==> config.mk <==
export PLATFORM = sky130hd
export DESIGN_NAME = aes_stream_loader
export DESIGN_NICKNAME = d
export VERILOG_FILES = /design/src/rtl/aes_stream_loader.sv
export SDC_FILE = /design/constraint.sdc
export NUM_CORES = 1
export LEC_CHECK = 0
export CAP_MARGIN = 20
export CORE_MARGIN = 2
export CORE_UTILIZATION = 54
export DETAILED_ROUTE_END_ITERATION = 7
export GPL_TIMING_DRIVEN = 0
export PLACE_DENSITY = 0.86
export RECOVER_POWER = 100
export SYNTH_ARGS = -nofsm -noshare
export SYNTH_HDL_FRONTEND = slang
export SYNTH_SLANG_ARGS = --single-unit
==> constraint.sdc <==
create_clock -name clk -period 3.4 [get_ports clk]
set_input_delay 0.68 -clock clk [delete_from_list [all_inputs] [get_ports clk]]
set_output_delay 0.68 -clock clk [all_outputs]
set_load 0.02 [all_outputs]
==> src/rtl/aes_stream_loader.sv <==
// Byte-stream front end for aes_encrypt: packs 16 input bytes into a block,
// loads the core, waits for its result and streams the ciphertext back out.
module aes_stream_loader #(
    parameter int unsigned TIMEOUT_CYCLES = 1024
) (
    input  logic         clk,
    input  logic         rst_n,
    input  logic [7:0]   in_data,
    input  logic         in_valid,
    output logic         in_ready,
    output logic [7:0]   out_data,
    output logic         out_valid,
    input  logic         out_ready,
    output logic [127:0] enc_pt,
    output logic         enc_load,
    input  logic [127:0] enc_ct,
    input  logic         enc_valid,
    output logic         busy,
    output logic         err
);

    localparam int unsigned BLK_W  = 128;
    localparam int unsigned BYTE_W = 8;
    localparam int unsigned CNT_W  = 4;
    localparam int unsigned WCNT_W = (TIMEOUT_CYCLES > 1) ? $clog2(TIMEOUT_CYCLES) : 1;
    localparam logic [WCNT_W-1:0] WAIT_LAST = WCNT_W'(TIMEOUT_CYCLES - 1);
    localparam logic [CNT_W-1:0]  LAST_BYTE = '1;
    localparam bit TO_EN = (TIMEOUT_CYCLES != 0);

    typedef enum logic [2:0] {
        S_IDLE,
        S_FILL,
        S_LOAD,
        S_WAIT,
        S_DRAIN
    } state_t;

    state_t              r_state;
    state_t              w_next_state;
    logic [CNT_W-1:0]    r_byte_cnt;
    logic [WCNT_W-1:0]   r_wait_cnt;
    logic [BLK_W-1:0]    r_pt;
    logic [BLK_W-1:0]    r_ct;
    logic                r_enc_valid_q;
    logic                r_evt_pend;
    logic                r_in_ready;
    logic                r_out_valid;
    logic                r_enc_load;
    logic                r_busy;
    logic                r_err;

    logic                w_evt;
    logic                w_accept;
    logic                w_out_hs;
    logic                w_capture;
    logic                w_timeout;
    logic                w_last_byte;

    // Rising edge only, so a level left high by the previous block is ignored
    assign w_evt       = enc_valid & ~r_enc_valid_q;
    assign w_last_byte = (r_byte_cnt == LAST_BYTE);

    always_ff @(posedge clk or negedge rst_n) begin
        if (!rst_n) begin
            r_state <= S_IDLE;
        end else begin
            r_state <= w_next_state;
        end
    end

    always_comb begin
        w_next_state = r_state;
        w_accept     = 1'b0;
        w_out_hs     = 1'b0;
        w_capture    = 1'b0;
        w_timeout    = 1'b0;
        case (r_state)
            S_IDLE: w_next_state = S_FILL;
            S_FILL: begin
                w_accept = in_valid & r_in_ready;
                if (w_accept && w_last_byte) begin
                    w_next_state = S_LOAD;
                end
            end
            S_LOAD: w_next_state = S_WAIT;
            S_WAIT: begin
                // An edge seen during LOAD is remembered and honoured here
                if (w_evt || r_evt_pend) begin
                    w_capture    = 1'b1;
                    w_next_state = S_DRAIN;
                end else if (TO_EN && (r_wait_cnt == WAIT_LAST)) begin
                    w_timeout    = 1'b1;
                    w_next_state = S_FILL;
                end
            end
            S_DRAIN: begin
                w_out_hs = r_out_valid & out_ready;
                if (w_out_hs && w_last_byte) begin
                    w_next_state = S_FILL;
                end
            end
            default: w_next_state = S_IDLE;
        endcase
    end

    always_ff @(posedge clk or negedge rst_n) begin
        if (!rst_n) begin
            r_byte_cnt    <= '0;
            r_wait_cnt    <= '0;
            r_pt          <= '0;
            r_ct          <= '0;
            r_enc_valid_q <= 1'b0;
            r_evt_pend    <= 1'b0;
            r_in_ready    <= 1'b0;
            r_out_valid   <= 1'b0;
            r_enc_load    <= 1'b0;
            r_busy        <= 1'b0;
            r_err         <= 1'b0;
        end else begin
            r_enc_valid_q <= enc_valid;
            r_evt_pend    <= (r_state == S_LOAD) && w_evt;

            if (w_next_state != r_state) begin
                r_byte_cnt <= '0;
            end else if (w_accept || w_out_hs) begin
                r_byte_cnt <= r_byte_cnt + CNT_W'(1);
            end

            r_wait_cnt <= ((r_state == S_WAIT) && (w_next_state == S_WAIT))
                        ? r_wait_cnt + WCNT_W'(1) : '0;

            if (w_accept) begin
                r_pt <= {r_pt[BLK_W-BYTE_W-1:0], in_data};
            end

            if (w_capture) begin
                r_ct <= enc_ct;
            end else if (w_out_hs) begin
                r_ct <= {r_ct[BLK_W-BYTE_W-1:0], BYTE_W'(0)};
            end

            // The first FILL cycle after reset keeps in_ready low
            r_in_ready  <= (w_next_state == S_FILL) && (r_state != S_IDLE);
            r_out_valid <= (w_next_state == S_DRAIN);
            r_enc_load  <= (w_next_state == S_LOAD);
            r_busy      <= (w_next_state inside {S_LOAD, S_WAIT, S_DRAIN});
            if (w_timeout) begin
                r_err <= 1'b1;
            end
        end
    end

    assign in_ready  = r_in_ready;
    assign out_data  = r_ct[BLK_W-1 -: BYTE_W];
    assign out_valid = r_out_valid;
    assign enc_pt    = r_pt;
    assign enc_load  = r_enc_load;
    assign busy      = r_busy;
    assign err       = r_err;

endmodule
==> run metrics <==
Top Ports=282; Worst Max-Slew Pin Slew=1608 ps; Finished Layout Cells=approximately 1,700; failing checks=max-capacitance violations, max-slew violations; P_leak=8.887 nW; # rows=53; commonest non-fill, non-tap cell in the layout=nand2_1; most frequent cells in the layout=399 x nand2_1, 280 x dfrtp_1, 142 x dlygate4sd3_1, 138 x clkdlybuf4s50_1; skew final=about 17 ps; worst-skew pair later-pin latency=540 ps; max-cap viol count=1; post-layout net count=1,554; core footprint=between 20,000 and 25,000 sq um; drc violations=0; CP max FO=10; RSZ-0062 raised after global routing=false; pre-CTS setup slack=815.4 ps; Starting DRT DRC Count=501; CTS Hold Bufs=0; Setup Viol. Count Final=0; R2R setup slack=between 1000 and 1500 ps; PostCTS Resize Cnt=0; routed wire length=roughly 31,000 microns; HP Class=input pin to async pin; Starting Density=between 50% and 60%; DR vias=between 9,000 and 10,000; Final Worst Setup Slack=roughly 840 ps; Final Hold Vio Count=0; Slew Limit Fails=210; synthesized area per cell=10.64 sq um; DIE AREA=between 20,000 and 25,000 sq um; Root Buffer=clkbuf_16; fin crit share=~75%; area grow syn2layout=35.37%; max_slew headroom=-7.180%; final period demand of the worst path=around 2600 ps; vias in the first global route=just under 10,000; Syn. warnings=0; Reg2Reg Depth=7; first-pass GRT wire length=approximately 49,000 microns; PD cells=821.5 nW/um^2; GPL Wtd Cong=approximately 0.84; synth unique cells=between 40 and 50; Startpoint Class=input pin; fmax=between 300 and 400 MHz; Min Hold Slack=31.81 ps; Post-Syn Instances=roughly 1,100; Synth Register Bits=280; global route total overflow=0; H-Tree Level Count=1; worst vdd rail ir drop=0.6213 mV; dpl cells=around 1,700; Post-synth EDFFs=0; TritonCTS clock tree=done; synthesized cell area=about 12,000 sq um; CP Capture Point=r_ct[69]; Buffers on Ports=281; Critical R2R Capture=enc_pt[13]; final setup TNS=0 ps; clk slew on worst S/H paths=around 60 ps; Critical Path Source=enc_valid; first-pass iteration count of the detailed router=5; Max clock buf depth=3; DP HPWL=around 22,000 microns; critical path required time=between 3000 and 4000 ps; result of the run=complete, but fails checks; Setup Buffers After CTS=0; largest net degree at the start of global routing=roughly 120; initial antenna violation count=3; die span in x=approximately 150 microns; CP Capture Type=flop; cts bufs inserted=30; Async SR Flop Fraction=between 90% and 100%; Avg WL per Cell=between 15 and 20 microns; crit path kind=input pin to flop; CP arrival=3040 ps; register area share after synthesis=around 60%; die height=~150 microns; Net Count, Synth=roughly 1,200; ys flop type=dfrtp_1; fill count=1,412; Total Routing Usage GR=a little over a quarter; fraction of layout cells with a size suffix above 1=slightly above 7%; post-DR vias/cell=~5.5; Final ANT Viol Nets=0; launch point of the worst reg-to-reg path=r_state[1]; clock tree sinks=between 200 and 300
registers in the layout (all words and copies together) (netlist names):
name           cells
enc_pt           128
r_ct             128
r_wait_cnt        10
r_byte_cnt         4
r_state            3
busy               1
enc_load           1
err                1
in_ready           1
out_valid          1
r_enc_valid_q      1
r_evt_pend         1
layout make-up:
class	instances	area [sq um]	share of cell area, %
Antenna cell	2	5.005	0.03171
Timing Repair Buffer	283	2833	17.95
Buffer	81	529.3	3.353
Clock buffer	45	908.4	5.756
Sequential cell	280	7007	44.40
Tap cell	275	344.1	2.180
Inverter	10	37.54	0.2378
Multi-Input combinational cell	725	4040	25.60
Clock inverter	10	78.83	0.4994
stage by stage:
stage	instance area (sq um)	power, mW	utilization, %
detailed placement	14880	10.10	70.54
floorplan	11660	7.773	-
global placement	14820	9.909	70.26
global route	15780	13.66	74.83
finish	15780	12.97	74.84
CTS	15860	13.34	75.22
power by group:
part | switching, mW | internal (mW) | total, mW
clock network | 1.27 | 1.91 | 3.18
registers | 0.997 | 4.66 | 5.65
logic | 2.27 | 1.86 | 4.13
worst min-delay path by stage:
stage | slack (ps) | startpoint | endpoint | cells after the start
finish | 30 | rst_n | r_ct[72] | 1
global route | 50 | rst_n | r_ct[72] | 1
CTS | 40 | rst_n | r_ct[73] | 1
detailed placement | 470 | r_ct[52] | r_ct[52] | 1
global placement | 460 | r_ct[76] | r_ct[76] | 1
floorplan | 380 | rst_n | busy | 0
worst max-delay path, cell delays in order:
cell and delay [ps]:
dlygate4sd3_1 570, nor2b_1 270, o211a_4 230, clkbuf_1 480, clkbuf_1 440, a22o_1 250
a21o_1 90
metal layers:
metal | vias to the layer above | wire length [microns] | global-route usage (%)
li1 | 4353 | - | -
met1 | 4649 | 11850 | 32.79
met2 | 366 | 15680 | 47.95
met3 | 63 | 3173 | 8.283
met4 | 2 | 746 | 8.084
met5 | - | 13 | 0
synthesized netlist by cell type, types with 3 or more instances:
library cell  count  area [sq um]
buf_4            10         75.07
clkbuf_1          4         15.01
a22o_1          120          1051
inv_1            10         37.54
buf_2            44         220.2
nand2_1         399          1498
dfrtp_1         280          7007
nand4_1           3         18.77
a21o_1          120         900.9
buf_6            23         259.0
nand3_1           6         30.03
nor2_1           15         56.30
xor2_1            8         70.07
o21ai_0           5         25.02
and3_1            4         25.02
o31ai_1           8         60.06
logic make-up (layout without fill, tap and decap cells):
family	Yosys count	in the layout	share of synthesized area, %
xor+xnor	9	9	0.6761
mux	1	1	0.08586
buf+inv	91	429	5.205
other cells	0	2	0
fa+ha+maj	2	2	0.2146
compound gates	265	265	18.37
simple gates	448	448	15.35
flops	280	280	60.10
No activity file was read; power rests on OpenSTA's default activity.
